$ cat config.mk
export PLATFORM = sky130hd
export DESIGN_NAME = sipo_fifo_deser
export DESIGN_NICKNAME = d
export VERILOG_FILES = /design/src/rtl/usb_hub_pkg.sv /design/src/rtl/sipo_fifo_deser_sync_fifo.sv /design/src/rtl/sipo_fifo_deser.sv
export SDC_FILE = /design/constraint.sdc
export NUM_CORES = 1
export LEC_CHECK = 0
export CORE_MARGIN = 1.5
export CORE_UTILIZATION = 55
export DETAILED_ROUTE_END_ITERATION = 10
export PLACE_DENSITY = 0.77
export SETUP_SLACK_MARGIN = 0.2
export SLEW_MARGIN = 15
export SYNTH_ARGS = -nofsm -noshare
export SYNTH_HDL_FRONTEND = slang
export SYNTH_SLANG_ARGS = --single-unit
$ cat constraint.sdc
create_clock -name clk -period 6 [get_ports clk]
set_input_delay 1.2 -clock clk [delete_from_list [all_inputs] [get_ports clk]]
set_output_delay 1.2 -clock clk [all_outputs]
set_load 0.02 [all_outputs]
$ cat src/rtl/usb_hub_pkg.sv
// Shared definitions for the serial-to-parallel deserializer: assembler FSM
// encoding and the width helpers used to size counters, levels and pointers.
package usb_hub_pkg;

  // Assembler state: IDLE holds no pending bits, ACCUM holds 1..DATA_WIDTH-1.
  typedef enum logic [0:0] {
    ASM_IDLE  = 1'b0,
    ASM_ACCUM = 1'b1
  } asm_state_e;

  // Width of a bit counter that must represent 0..dw inclusive.
  function automatic int cnt_w(input int dw);
    return $clog2(dw + 1);
  endfunction

  // Width of an occupancy level that must represent 0..depth inclusive.
  function automatic int lvl_w(input int depth);
    return $clog2(depth + 1);
  endfunction

  // Width of a FIFO read/write pointer (at least one bit).
  function automatic int ptr_w(input int depth);
    return (depth > 1) ? $clog2(depth) : 1;
  endfunction

endpackage

$ cat src/rtl/sipo_fifo_deser_sync_fifo.sv
// Show-ahead synchronous FIFO. The head entry is presented combinationally
// from storage whenever the FIFO is non-empty and reads as zero when empty.
// A push into a full FIFO is accepted only if a pop happens in the same cycle.
module sync_fifo
  import usb_hub_pkg::*;
#(
  parameter int WIDTH = 8,
  parameter int DEPTH = 4
) (
  input  logic                     clk,
  input  logic                     rst,
  input  logic                     clr,
  input  logic                     push,
  input  logic [WIDTH-1:0]         push_data,
  input  logic                     pop,
  output logic [WIDTH-1:0]         rd_data,
  output logic                     empty,
  output logic                     full,
  output logic [lvl_w(DEPTH)-1:0]  level
);

  localparam int PW  = ptr_w(DEPTH);
  localparam int LVW = lvl_w(DEPTH);

  logic [WIDTH-1:0] mem_q [DEPTH];
  logic [PW-1:0]    wr_ptr_q, wr_ptr_d;
  logic [PW-1:0]    rd_ptr_q, rd_ptr_d;
  logic [LVW-1:0]   level_q, level_d;
  logic             empty_s, full_s;
  logic             do_push_s, do_pop_s;

  // Status flags and the effective push/pop qualifiers.
  always_comb begin
    empty_s   = (level_q == {LVW{1'b0}});
    full_s    = (level_q == LVW'(DEPTH));
    do_pop_s  = pop && !empty_s;
    do_push_s = push && (!full_s || do_pop_s);
  end

  // Next pointers and occupancy; clear wins over any push or pop.
  always_comb begin
    wr_ptr_d = wr_ptr_q;
    rd_ptr_d = rd_ptr_q;
    level_d  = level_q;
    if (clr) begin
      wr_ptr_d = {PW{1'b0}};
      rd_ptr_d = {PW{1'b0}};
      level_d  = {LVW{1'b0}};
    end else begin
      if (do_push_s) begin
        wr_ptr_d = (wr_ptr_q == PW'(DEPTH - 1)) ? {PW{1'b0}} : wr_ptr_q + PW'(1);
      end else begin
        wr_ptr_d = wr_ptr_q;
      end
      if (do_pop_s) begin
        rd_ptr_d = (rd_ptr_q == PW'(DEPTH - 1)) ? {PW{1'b0}} : rd_ptr_q + PW'(1);
      end else begin
        rd_ptr_d = rd_ptr_q;
      end
      case ({do_push_s, do_pop_s})
        2'b10:   level_d = level_q + LVW'(1);
        2'b01:   level_d = level_q - LVW'(1);
        default: level_d = level_q;
      endcase
    end
  end

  // Pointer and occupancy registers.
  always_ff @(posedge clk) begin
    if (rst) begin
      wr_ptr_q <= {PW{1'b0}};
      rd_ptr_q <= {PW{1'b0}};
      level_q  <= {LVW{1'b0}};
    end else begin
      wr_ptr_q <= wr_ptr_d;
      rd_ptr_q <= rd_ptr_d;
      level_q  <= level_d;
    end
  end

  // Entry storage; written at the write pointer on an accepted push.
  always_ff @(posedge clk) begin
    if (rst) begin
      for (int i = 0; i < DEPTH; i++) begin
        mem_q[i] <= {WIDTH{1'b0}};
      end
    end else if (!clr && do_push_s) begin
      mem_q[wr_ptr_q] <= push_data;
    end
  end

  // Show-ahead head entry, forced to zero while empty.
  always_comb begin
    if (empty_s) begin
      rd_data = {WIDTH{1'b0}};
    end else begin
      rd_data = mem_q[rd_ptr_q];
    end
    empty = empty_s;
    full  = full_s;
    level = level_q;
  end

endmodule

$ cat src/rtl/sipo_fifo_deser.sv
// Serial-in parallel-out deserializer. Valid serial bits are written by index
// into an accumulating word; complete words, or partial words closed by s_eop,
// are pushed with their bit count and last flag into a show-ahead FIFO.
// sipo_cancel aborts everything in one cycle; rst outranks cancel.
module sipo_fifo_deser
  import usb_hub_pkg::*;
#(
  parameter int DATA_WIDTH = 8,
  parameter int DEPTH      = 4,
  parameter int LSB_FIRST  = 1
) (
  input  logic                             clk,
  input  logic                             rst,
  input  logic                             s_data_in,
  input  logic                             s_data_in_val,
  input  logic                             s_eop,
  input  logic                             sipo_cancel,
  output logic [DATA_WIDTH-1:0]            p_data_out,
  output logic                             p_data_out_val,
  input  logic                             p_data_out_rdy,
  output logic                             p_data_out_last,
  output logic [cnt_w(DATA_WIDTH)-1:0]     p_data_out_nbits,
  output logic                             overflow,
  output logic [lvl_w(DEPTH)-1:0]          fifo_level
);

  localparam int NBW = cnt_w(DATA_WIDTH);
  localparam int LVW = lvl_w(DEPTH);
  localparam int FW  = DATA_WIDTH + NBW + 1;

  asm_state_e            state_q, state_d;
  logic [NBW-1:0]        cnt_q, cnt_d;
  logic [DATA_WIDTH-1:0] word_q, word_d;
  logic                  ovf_q, ovf_d;

  logic [NBW-1:0]        pos_s;
  logic [NBW-1:0]        cnt_wr_s;
  logic [DATA_WIDTH-1:0] word_wr_s;
  logic                  word_full_s;
  logic                  push_s;
  logic                  pop_s;
  logic [FW-1:0]         push_data_s;
  logic [FW-1:0]         head_s;
  logic                  fifo_empty_s;
  logic                  fifo_full_s;
  logic [LVW-1:0]        fifo_level_s;

  // Assembler FSM state register.
  always_ff @(posedge clk) begin
    if (rst) begin
      state_q <= ASM_IDLE;
    end else begin
      state_q <= state_d;
    end
  end

  // Assembler FSM next state: a lone valid bit opens a word, any push closes it.
  always_comb begin
    state_d = state_q;
    if (sipo_cancel) begin
      state_d = ASM_IDLE;
    end else begin
      case (state_q)
        ASM_IDLE: begin
          if (s_data_in_val && !s_eop) begin
            state_d = ASM_ACCUM;
          end else begin
            state_d = ASM_IDLE;
          end
        end
        ASM_ACCUM: begin
          if (push_s) begin
            state_d = ASM_IDLE;
          end else begin
            state_d = ASM_ACCUM;
          end
        end
        default: state_d = ASM_IDLE;
      endcase
    end
  end

  // Assembler FSM outputs: indexed bit write and the push decision.
  always_comb begin
    if (LSB_FIRST != 0) begin
      pos_s = cnt_q;
    end else begin
      pos_s = NBW'(DATA_WIDTH - 1) - cnt_q;
    end
    word_wr_s = word_q;
    for (int i = 0; i < DATA_WIDTH; i++) begin
      if (s_data_in_val && (pos_s == NBW'(i))) begin
        word_wr_s[i] = s_data_in;
      end else begin
        word_wr_s[i] = word_q[i];
      end
    end
    cnt_wr_s    = cnt_q + NBW'(s_data_in_val);
    word_full_s = s_data_in_val && (cnt_q == NBW'(DATA_WIDTH - 1));
    push_s      = 1'b0;
    if (sipo_cancel) begin
      push_s = 1'b0;
    end else begin
      case (state_q)
        ASM_IDLE:  push_s = s_eop && s_data_in_val;
        ASM_ACCUM: push_s = word_full_s || s_eop;
        default:   push_s = 1'b0;
      endcase
    end
    push_data_s = {s_eop, cnt_wr_s, word_wr_s};
  end

  // Next bit count, partial word and sticky overflow.
  always_comb begin
    cnt_d  = cnt_q;
    word_d = word_q;
    ovf_d  = ovf_q;
    if (sipo_cancel) begin
      cnt_d  = {NBW{1'b0}};
      word_d = {DATA_WIDTH{1'b0}};
      ovf_d  = 1'b0;
    end else begin
      if (push_s) begin
        cnt_d  = {NBW{1'b0}};
        word_d = {DATA_WIDTH{1'b0}};
      end else begin
        cnt_d  = cnt_wr_s;
        word_d = word_wr_s;
      end
      if (push_s && fifo_full_s && !pop_s) begin
        ovf_d = 1'b1;
      end else begin
        ovf_d = ovf_q;
      end
    end
  end

  // Bit count, partial word and overflow registers.
  always_ff @(posedge clk) begin
    if (rst) begin
      cnt_q  <= {NBW{1'b0}};
      word_q <= {DATA_WIDTH{1'b0}};
      ovf_q  <= 1'b0;
    end else begin
      cnt_q  <= cnt_d;
      word_q <= word_d;
      ovf_q  <= ovf_d;
    end
  end

  // Pop only when the consumer is ready and a head word exists.
  always_comb begin
    pop_s = p_data_out_rdy && !fifo_empty_s;
  end

  sync_fifo #(
    .WIDTH (FW),
    .DEPTH (DEPTH)
  ) u_fifo (
    .clk       (clk),
    .rst       (rst),
    .clr       (sipo_cancel),
    .push      (push_s),
    .push_data (push_data_s),
    .pop       (pop_s),
    .rd_data   (head_s),
    .empty     (fifo_empty_s),
    .full      (fifo_full_s),
    .level     (fifo_level_s)
  );

  // Unpack the head entry onto the output ports.
  always_comb begin
    p_data_out       = head_s[DATA_WIDTH-1:0];
    p_data_out_nbits = head_s[DATA_WIDTH +: NBW];
    p_data_out_last  = head_s[FW-1];
    p_data_out_val   = !fifo_empty_s;
    overflow         = ovf_q;
    fifo_level       = fifo_level_s;
  end

endmodule

======== Word-level counts from Yosys, hierarchy flattened ========
Memories as Yosys holds them, arrays and structs flattened. A register that Yosys moved wholly into a read port is not among the register bits.
Cells that the tools add are included.
cells by class
  $add $sub $neg .......................... 5
  equality and inequality tests ........... 12
  mux-type cells .......................... 27
  bitwise gates (word level) .............. 1
  reductions and logical operators ........ 29
operator list
  cell                                                                   number
  13-bit two-way mux                                                     2
  1-bit two-way mux                                                      17
  4-bit by 3-bit equality test with 1-bit output, second input constant  4
  1-bit logical AND                                                      16
  13-bit OR reduction                                                    1
  2-bit two-way mux                                                      5
  4-bit by 2-bit equality test with 1-bit output, second input constant  2
  2-bit equality test, second input constant                             3
  3-bit one-hot mux with 2 select lines                                  1
  1-bit zero test                                                        5
  2-bit by 1-bit adder with 2-bit output, second input constant          2
  4-bit by 1-bit adder with 4-bit output                                 1
  4-bit by 1-bit equality test with 1-bit output, second input constant  1
  4-bit zero test                                                        1
  1-bit one-hot mux with 2 select lines                                  2
  3-bit by 1-bit adder with 3-bit output, second input constant          1
  3-bit equality test, second input constant                             1
  3-bit zero test                                                        1
  3-bit OR reduction                                                     1
  3-bit by 1-bit subtractor with 3-bit output, second input constant     1
  2-bit by 1-bit equality test with 1-bit output, second input constant  1
  1-bit logical OR                                                       2
  2-bit nonzero test                                                     1
  2-bit OR reduction                                                     1
  1-bit NOT                                                              1
word-level totals
  bits in registers ....................... 21
  RAM bits ................................ 52
  bits of input ports ..................... 7
  logic and storage cells ................. 82
  memories kept ........................... 1
memories
  name          depth  bits a word  read ports  clocked after memory_dff  write ports  RTL line                         source
  u_fifo.mem_q  4      13           1           1                         4            sipo_fifo_deser_sync_fifo.sv:25  logic [WIDTH-1:0] mem_q [DEPTH];

======== Logic depth before layout (Yosys ltp) ========
Gate-level depths: netlist of the first run.
  depth after elaboration ................. 12
  gate-level depth with buffers ........... 10
  mapped depth without buffers ............ 9

======== By module ========
A second synthesis of the first run with hierarchy kept.
second synthesis, totals
  cells, all modules ...................... 311
  area, all modules ....................... 3588.4 um^2
by module, submodules not included
  module           instances  cells each  area each (um^2)  sequential area each (um^2)
  sync_fifo        1          224         2896.5            1741.7
  sipo_fifo_deser  1          87          691.9             280.3

======== Worst setup path before layout of the first run ========
No wires, ideal clock.
  path type ............................... input-to-reg
  start ................................... input port p_data_out_rdy
  end ..................................... register u_fifo.level_q[2], in the netlist u_fifo.level[2]
  library setup time ...................... 70 ps
  data arrival time ....................... 3058 ps
  required time ........................... 5930 ps
  setup slack ............................. 2872 ps
  stages on the path ...................... 8
  path buffers ............................ 0
  cell sequence ........................... or4b_2 nand2_1 ha_1 inv_1 fa_1 xor2_1 or3_1 a21oi_1
on the way
  longest elaborated chain between the ends .. 6
ends and longest elaborated chain
  item                                                                                          RTL line                         source
  from (decl)                                                                                   sipo_fifo_deser.sv:20            input logic p_data_out_rdy,
  1-bit logical AND *                                                                           sipo_fifo_deser.sv:153           pop_s = p_data_out_rdy && !fifo_empty_s;
  1-bit logical AND *                                                                           sipo_fifo_deser_sync_fifo.sv:36  do_pop_s = pop && !empty_s;
  1-bit logical OR                                                                              sipo_fifo_deser_sync_fifo.sv:37  do_push_s = push && (!full_s || do_pop_s);
  1-bit logical AND                                                                             sipo_fifo_deser_sync_fifo.sv:37
  2-bit by 1-bit equality test with 1-bit output / 2-bit equality test (equally long branches)  sipo_fifo_deser_sync_fifo.sv:60  case ({do_push_s, do_pop_s})
  3-bit one-hot mux with 2 select lines / 2-bit nonzero test (equally long branches)            --
  to (signal assigned)                                                                          sipo_fifo_deser_sync_fifo.sv:73  level_q <= {LVW{1'b0}};
  to (signal assigned)                                                                          sipo_fifo_deser_sync_fifo.sv:77  level_q <= level_d;
  to (decl)                                                                                     sipo_fifo_deser_sync_fifo.sv:28  logic [LVW-1:0] level_q, level_d;
Mark *: on every way between the ends. The rest lies on a longest branch, timed or not.
A chain may end at the register's enable or synchronous reset.

==> qor.csv, run 1 <==
stage;metric;value;unit
worst_setup_path;CP Capture Type;output pin;
clock_tree;# resized after CTS;0;
global_routing;vias in the first global route;1898;
min_path;Hold Path Origin;overflow;
outcome;outcome;complete, no violations;
clock_tree;Num CTS Buffers;9;
min_path;Hold Path Stages;2;
power_and_ir_drop;Net Sw Power;207.3;µW
power_and_ir_drop;PD cells;265.3;nW/µm²
min_path;worst hold path type;flop to flop;
final_layout;post-route non-filler standard cell count;361;
drt;via/cell ratio;5.551;
min_path;Hold Path Sink;overflow;
clock_tree;worst-skew pair later-pin latency;0.34;ns
power_and_ir_drop;Leak;1.352;nW
place;port bufs;24;
synthesis;sequential fraction of the synthesis area;0.6073;
clock_tree;H-tree lvl count;3;
worst_setup_path;FF-to-FF End;u_fifo.level[2];
sta;setup TNS;0;ns
synthesis;FF+latch count, synth;75;
sta;final setup fails;0;
final_layout;Ant. Diodes;0;
power_and_ir_drop;total chip power;1.007;mW
synthesis;Mapped Area;3329;µm²
drt;routed length per instance;17.15;µm
drt;# DRC;0;
final_layout;area delta synth->final;14.05;%
floorplan;# IOs;25;
drt;DR vias;2004;
sta;max-slew violation count;0;
worst_setup_path;FF-to-FF Start;u_fifo.level[0];
worst_setup_path;critical path launch point type;flop;
worst_setup_path;Worst Reg2Reg Path Length in Cells;8;
global_routing;initial antenna violation count;0;
sta;maximum clock rate;263.9;MHz
flow_run;max capacitance violation total;0;
synthesis;Area contributors post-synth;edfxtp_1, dfxtp_1, mux4_2, nor2_1, mux2i_1;
worst_setup_path;worst reg2reg setup slack;3.42;ns
global_routing;gr usage total;0.2082;
power_and_ir_drop;Logic pwr share;0.050;
clock_tree;CTS tree;done;
clock_tree;clk buf depth;2;
sta;RSZ-0062 raised after global routing;false;
synthesis;Yosys cell types;39;
floorplan;die area;6529;µm²
synthesis;post-synth top area cell;edfxtp_1;
power_and_ir_drop;Internal Power;800.1;µW
floorplan;num rows;28;
power_and_ir_drop;net switching fraction of the power;0.2058;
global_routing;pin count of the biggest net entering global routing;16;
place;gpl congestion;0.7417;
final_layout;fraction of layout cells with a size suffix above 1;0.1259;
drt;DRT antenna net count;0;
worst_setup_path;CP Data Required Time;4.80;ns
clock_tree;clock-pin slew on the worst setup and hold paths;0.08;ns
drt;Initial DRC Count;134;
floorplan;die span in x;80.81;µm
synthesis;Synth Area per Inst;12.90;µm²
floorplan;area of the core;5886;µm²
sta;period utilization;0.6314;
clock_tree;CTS root buf;clkbuf_8;
sta;Final Hold Viols;0;
synthesis;Synth Warn #;0;
floorplan;DIE HEIGHT;80.81;µm
clock_tree;postcts setup bufs;0;
clock_tree;CTS Hold Buffers Added;0;
place;Final HPWL DP;4227;µm
global_routing;Remaining Overflow, GRT;0;
worst_setup_path;worst-path cell chain;mux4_2 -> and2_1 -> clkdlybuf4s50_1;
synthesis;net count after synthesis;271;
worst_setup_path;slowest cell on the critical path;dfxtp_1;
synthesis;top-area cell type share of the netlist area;0.4690;
place;worst slack, placed;2.251;ns
worst_setup_path;Max FO, Critical Path;13;
power_and_ir_drop;worst vdd ir;0.0001783;V
global_routing;global-route wire length before repair;9618;µm
sta;pin slew with the least headroom to its limit;0.9124;ns
worst_setup_path;Worst Path Arrival;2.59;ns
clock_tree;Clock Sinks;75;
drt;total wire length;6191;µm
final_layout;nets@finish;294;
drt;drt first pass iters;4;
place;Placed Cells;345;
sta;Rel. slew slack;0.3909;
synthesis;Cells after Synth;258;
worst_setup_path;largest stage delay on the critical path;0.92;ns
sta;Final min period;3.789;ns
floorplan;Initial Utilization;0.5657;
worst_setup_path;kind of critical path;flop to output pin;
power_and_ir_drop;Clk pwr share;0.381;
sta;Final WS setup;2.211;ns
sta;Final Skew;0.01299;ns
power_and_ir_drop;Reg power frac;0.569;
## power by group through the flow
stage	sequential, mW	clock, mW	combinational (mW)
finish	0.573	0.384	0.0504
floorplan	0.581	0	0.0345
CTS	0.573	0.388	0.0509
global placement	0.583	0	0.0487
global route	0.574	0.403	0.0544
detailed placement	0.585	0	0.0502
## state kept, by name (all words and copies together) (netlist names), named ones only
signal	count
cnt_q	4
overflow	1
u_fifo.level	3
u_fifo.rd_ptr_q	2
u_fifo.mem_q	52
u_fifo.wr_ptr_q	2
word_q	8
state_q	1
## worst max-delay path by stage
stage,startpoint,endpoint,slack (ns),cells past startpoint
CTS,flop,p_data_out[6],2.15,3
global route,flop,p_data_out[6],2.07,3
global placement,p_data_out_rdy,u_fifo.level[2],2.36,9
detailed placement,p_data_out_rdy,u_fifo.level[2],2.25,9
finish,flop,p_data_out[6],2.21,3
floorplan,p_data_out_rdy,u_fifo.level[2],2.87,8
## critical path, delay by kind of cell, from the launching register on
| family | cells | cell delay (ns) |
|---|---|---|
| flip-flops | 1 | 0.92 |
| multiplexers | 1 | 0.62 |
| buffers and inverters | 1 | 0.53 |
| AND/OR/NAND/NOR | 1 | 0.17 |
## cell type report
| cell class | instances | area (µm²) |
|---|---|---|
| Fill cell | 459 | 2088 |
| Sequential cell | 75 | 2022 |
| Multi-Input combinational cell | 164 | 1219 |
| Timing Repair Buffer | 24 | 240.2 |
| Clock buffer | 14 | 162.7 |
| Tap cell | 75 | 93.84 |
| Clock inverter | 2 | 33.78 |
| Inverter | 7 | 26.28 |
## cells in the mapped netlist, drive strengths merged
master and instances:
nor2 74, edfxtp 52, dfxtp 23, and2 13, mux4 13, buf 9
mux2i 9, inv 7, a21oi 6, nand2 6, ha 5, nand2b 4
nand3 4, clkbuf 3, nand3b 3, nand4b 3, nor3b 3, o21ai 3
or3 3, xor2 3, or2 2, a2111oi 1, a41o 1, fa 1
nor3 1, nor4b 1, o22a 1, o22ai 1, or4 1, or4b 1
xnor2 1
## layout by cell type (no fill, tap or decap), drive strengths merged, types with 2 or more instances in the layout
cell type and instances:
nor2 74, edfxtp 52, clkdlybuf4s50 24, dfxtp 23, clkbuf 14, mux4 13
and2 13, mux2i 9, inv 7, a21oi 6, nand2 6, ha 5
nand2b 4, nand3 4, or3 3, xor2 3, nor3b 3, o21ai 3
nand3b 3, nand4b 3, or2 2
## metal layers
metal	track usage	share of wire	wire length [µm]
met5	0	0	0
met4	0.1000	0.015	91
met3	0.04719	0.048	296
met2	0.3383	0.51	3153
met1	0.2654	0.43	2650
## cells by family (layout without fill, tap and decap cells)
kind of cell / count (synthesis) / after routing / share of synthesized area
and+or+nand+nor: 119 / 119 / 0.1879
DFF: 75 / 75 / 0.6073
muxes: 22 / 22 / 0.1150
buffers and inverters: 19 / 47 / 0.02668
AOI/OAI and AO/OA: 13 / 13 / 0.02781
adders and majority gates: 6 / 6 / 0.02480
xor gates and xnor gates: 4 / 4 / 0.01052
## metrics by stage
step,utilization,area (µm²),hold WS [ns]
after floorplan,-,3329,0.4634
after global placement,0.6118,3601,0.4647
after detailed placement,0.6118,3601,0.4640
after CTS,0.6452,3797,0.4916
after global routing,0.6452,3797,0.5156
final,0.6452,3797,0.4811
Power figures use the tool's default switching activity.
==> run 2: changes to the inputs <==
- CORE_UTILIZATION: 55 -> 52
- PLACE_DENSITY: 0.77 -> 0.76
- clock period: 6 -> 3.2 ns (I/O delays scaled with it)
==> run 2 against run 1 <==
Effect of this change:
- worst setup slack worse by 1.8 ns
- clock power up 83%
- combinational power grew 97%
==> qor.csv, run 2 (synthesized netlist as in run 1, its figures left out) <==
stage;metric;value;unit
outcome;outcome;complete, no violations;
drt;total wire length;5913;µm
worst_setup_path;critical path launch point type;input pin;
final_layout;top flop regs;u_fifo.mem_q: 52 flops, word_q: 8 flops, cnt_q: 4 flops;
global_routing;GRT busiest layer;met2;
sta;Final WS setup;0.3699;ns
clock_tree;Clock Sinks;75;
sta;Rel. slew slack;0.5815;
final_layout;nets@finish;301;
final_layout;FILL cells;486;
place;Final HPWL DP;3989;µm
place;worst slack, placed;0.07369;ns
drt;via/cell ratio;5.315;
final_layout;Reg area;2022;µm²
floorplan;DIE HEIGHT;83.02;µm
min_path;Hold Path Stages;2;
sta;Final Skew;0.01096;ns
drt;drt first pass iters;4;
global_routing;vias in the first global route;1974;
final_layout;area delta synth->final;15.41;%
flow_run;max capacitance violation total;0;
global_routing;GR Util met3;0.04076;
place;dpl cell area;3654;µm²
sta;Final min period;2.830;ns
final_layout;fraction of layout cells with a size suffix above 1;0.1502;
min_path;worst hold path type;flop to flop;
sta;final setup fails;0;
floorplan;die area;6891;µm²
drt;routed length per instance;16.07;µm
place;gpl congestion;0.7679;
power_and_ir_drop;PD cells;487.7;nW/µm²
sta;period utilization;0.8844;
clock_tree;CTS Hold Buffers Added;0;
global_routing;initial antenna violation count;0;
worst_setup_path;Worst Path Arrival;3.10;ns
power_and_ir_drop;Leak;1.386;nW
clock_tree;Num CTS Buffers;9;
sta;setup TNS;0;ns
clock_tree;CTS tree;done;
clock_tree;clk buf depth;2;
final_layout;Ant. Diodes;0;
floorplan;num rows;28;
floorplan;# IOs;25;
final_layout;footprint of the multi-input gates;1219;µm²
sta;RSZ-0062 raised after global routing;false;
clock_tree;# resized after CTS;0;
drt;DR vias;1956;
final_layout;post-route non-filler standard cell count;368;
sta;maximum clock rate;353.3;MHz
clock_tree;postcts setup bufs;0;
global_routing;pin count of the biggest net entering global routing;16;
place;port bufs;24;
clock_tree;CTS root buf;clkbuf_8;
sta;Final Hold Viols;0;
worst_setup_path;Max FO, Critical Path;3;
worst_setup_path;kind of critical path;input pin to flop;
global_routing;met1 Use GR;0.2610;
final_layout;fin area;3842;µm²
drt;DRT antenna net count;0;
place;Placed Cells;352;
final_layout;register name with the most flops;u_fifo.mem_q;
sta;max-slew violation count;0;
global_routing;met2 Usage GRT;0.2823;
sta;pin slew with the least headroom to its limit;0.6269;ns
drt;# DRC;0;
global_routing;global-route wire length before repair;9991;µm
final_layout;commonest cells after routing, fill and taps aside;nor2_1, edfxtp_1, clkdlybuf4s50_1;
floorplan;area of the core;6061;µm²
worst_setup_path;Worst Reg2Reg Path Length in Cells;8;
worst_setup_path;CP Capture Type;flop;
global_routing;gr usage total;0.1884;
worst_setup_path;CP Data Required Time;3.47;ns
power_and_ir_drop;worst vdd ir;0.0002479;V
sta;final hold slack;0.4823;ns
power_and_ir_drop;total chip power;1.874;mW
final_layout;fin util;0.6340;
drt;Initial DRC Count;145;
floorplan;Initial Utilization;0.5493;
clock_tree;worst-skew pair later-pin latency;0.34;ns
clock_tree;clock-pin slew on the worst setup and hold paths;0.07;ns
global_routing;Remaining Overflow, GRT;0;
floorplan;die span in x;83.02;µm
final_layout;commonest non-fill, non-tap cell in the layout;nor2_1;
clock_tree;H-tree lvl count;3;
final_layout;max FFs per register;52;
## run 2: worst paths after layout
| kind | startpoint | endpoint | slack, ns |
|---|---|---|---|
| worst max register to register | u_fifo.level[0] | u_fifo.level[2] | 0.69 |
| worst min-delay path | overflow | overflow | 0.48 |
| worst max-delay path | p_data_out_rdy | u_fifo.level[2] | 0.37 |
| worst min register to register | overflow | overflow | 0.48 |
## run 2: power by group
group	switching, mW	internal [mW]	total (mW)
Combinational	0.0576	0.0415	0.0991
Clock	0.323	0.380	0.703
Sequential	0.0109	1.06	1.07
## run 2: layer usage
metal | wire [µm] | part of all wire
met1 | 2703 | 0.46
met2 | 2869 | 0.49
met3 | 249 | 0.042
met4 | 90 | 0.015
met5 | 0 | 0
## run 2: layout make-up
class                           count  share of cell area
Sequential cell                    75              0.5262
Multi-Input combinational cell    164              0.3172
Timing Repair Buffer               31             0.07620
Clock buffer                       13             0.03875
Tap cell                           75             0.02442
Clock inverter                      3             0.01042
Inverter                            7            0.006838
## run 2: worst max-delay path: stages
cell and delay (ns):
clkdlybuf4s50_1 0.45, or4b_2 0.68, nand2_1 0.10, ha_1 0.19, inv_1 0.07, fa_1 0.38, xor2_1 0.16, or3_1 0.30
a21oi_1 0.14
==> variant, RTL diff (flow settings as in run 1) <==
Compare `cnt_q` against `NBW'(DATA_WIDTH - 1)` with >= in place of ==.
--- a/src/rtl/sipo_fifo_deser.sv
+++ b/src/rtl/sipo_fifo_deser.sv
@@ -98,3 +98,3 @@
     cnt_wr_s    = cnt_q + NBW'(s_data_in_val);
-    word_full_s = s_data_in_val && (cnt_q == NBW'(DATA_WIDTH - 1));
+    word_full_s = s_data_in_val && (cnt_q >= NBW'(DATA_WIDTH - 1));
     push_s      = 1'b0;
Check against the original RTL: same outputs for any inputs over 4 cycles, from zero or initial values; that may be too few to reach the edited logic, so the function may still have changed.
==> variant against run 1 <==
Power is 8.1% higher. Non-clock buffer count stayed put. Area after synthesis is 0.90% higher. Worst setup slack better by 0.019 ns. Cell area is 1.4% higher. Sequential cell count stayed put. Die area is 0.87% higher. Clock power is 22% higher. Wire length is 2.8% lower. Hold slack worse by 0.021 ns. Synthesized cell count is 3.1% higher. Via count is 0.35% lower. Critical path depth stayed put.
==> variant: results (changes against run 1) <==
The worst IR drop on VDD is 0.1700 mV (-4.7%). The unique cell type count in the Yosys netlist is 36 (-7.7%). The run finished with clean final reports.

The post-route clock skew is 0.006142 ns (-0.006845 ns). The first-pass GRT wire length was 9880 um (+2.7%). The met2 track demand over resource was 34.25% (+0.42 points). The clock latency at the later pin of the worst-skew pair came out at 0.34 ns (about the same). The met1 track demand over resource is 27.34% (+0.80 points). The share of async-settable or async-resettable flops after synthesis came out at 0% (unchanged).

The total of fill cells in the finished design came to 462 (+0.65%). The post-synthesis sequential area ratio came out at 60.19% (-0.54 points). The largest buffer count on any clock path is 2 (unchanged). The global placement routability congestion came out at 0.7577 (+2.2%).

The total vias in the final route is 1997 (-0.35%). The global routing met3 resource utilization came out at 4.494% (-0.22 points). The worst-case headroom to the max-slew limit came to 40.27% (+1.2 points). The commonest cells after synthesis are sky130_fd_sc_hd__nor2_1, sky130_fd_sc_hd__edfxtp_1, sky130_fd_sc_hd__dfxtp_1, sky130_fd_sc_hd__and2_1, sky130_fd_sc_hd__mux4_2. The leakage power summed over all cells came out at 1.345 nW (-0.58%). By area the synthesized netlist is led by sky130_fd_sc_hd__edfxtp_1, sky130_fd_sc_hd__dfxtp_1, sky130_fd_sc_hd__mux4_2.

The layout net count came out at 301 (+2.4%). The placed wire-length estimate after detailed placement is 4183 um (-1.0%). The overall routed net length is 6015 um (-2.8%). The total of cells resized after clock tree synthesis is 0 (unchanged). The violation count after the first detailed-route iteration came out at 101 (-25%).

The all-layer global routing usage came out at 20.95% (+0.12 points). The post-CTS setup repair buffer count was 0 (unchanged). The share of post-route cells with drive strength above 1 is 16.04% (+3.5 points). The data arrival time at the worst-slack endpoint came out at 2.57 ns (-0.02 ns). The synthesized netlist net count was 279 (+3.0%).
[variant: cell count changes in the layout (fill, tap and decap cells not counted), sizes merged, moves of 3 or more]
cell / before / now
o2111ai: 0 / 3
nand3b: 3 / 0
inv: 7 / 11
nand2: 6 / 10
[variant: through the flow]
step / std cells / instance area (sq um) / setup slack (ns)
2_1_floorplan: 266 / 3359 / 2.867
3_3_place_gp: 352 / 3610 / 2.104
3_5_place_dp: 352 / 3610 / 2.127
4_1_cts: 368 / 3852 / 2.158
5_1_grt: 368 / 3852 / 2.043
6_report: 368 / 3852 / 2.230
[variant: layer usage]
| layer | vias up | routed length (um) |
|---|---|---|
| li1 | 983 | - |
| met1 | 971 | 2707 |
| met2 | 32 | 3015 |
| met3 | 11 | 188 |
| met4 | 0 | 103 |
| met5 | - | 0 |
[variant: layout make-up]
| class | count | area share (%) |
|---|---|---|
| well taps | 75 | 2.436 |
| clock inverters | 4 | 2.533 |
| clock buffers | 12 | 3.767 |
| multi-input cells | 167 | 31.47 |
| flip-flops and latches | 75 | 52.48 |
| inverters | 11 | 1.072 |
| repair buffers | 24 | 6.236 |
[variant: worst paths after layout]
check / start / endpoint / slack (ns) / cells past startpoint
max reg2reg: u_fifo.level[0] / u_fifo.level[2] / 3.35 / 10
min reg2reg: overflow / overflow / 0.46 / 2
max: register / p_data_out_nbits[0] / 2.23 / 3
min: overflow / overflow / 0.46 / 2
[variant: worst max-delay path: stages, from the launching register on]
cell,delay [ns]
sky130_fd_sc_hd__dfxtp_1,0.91
sky130_fd_sc_hd__mux4_2,0.61
sky130_fd_sc_hd__and2_1,0.17
sky130_fd_sc_hd__clkdlybuf4s50_1,0.53
[variant: report_power, final]
group          internal (W)  switching [W]
sequential         0.000566     0.00000577
clock              0.000288       0.000179
combinational     0.0000195      0.0000302
total              0.000873       0.000215
[variant: cell families after synthesis]
logic type,after synthesis,synth area share (%)
compound gates,15,3.538
xor+xnor,4,1.043
fa+ha+maj,6,2.458
buf+inv,24,3.724
flops,75,60.19
mux,24,11.99
simple gates,118,17.06
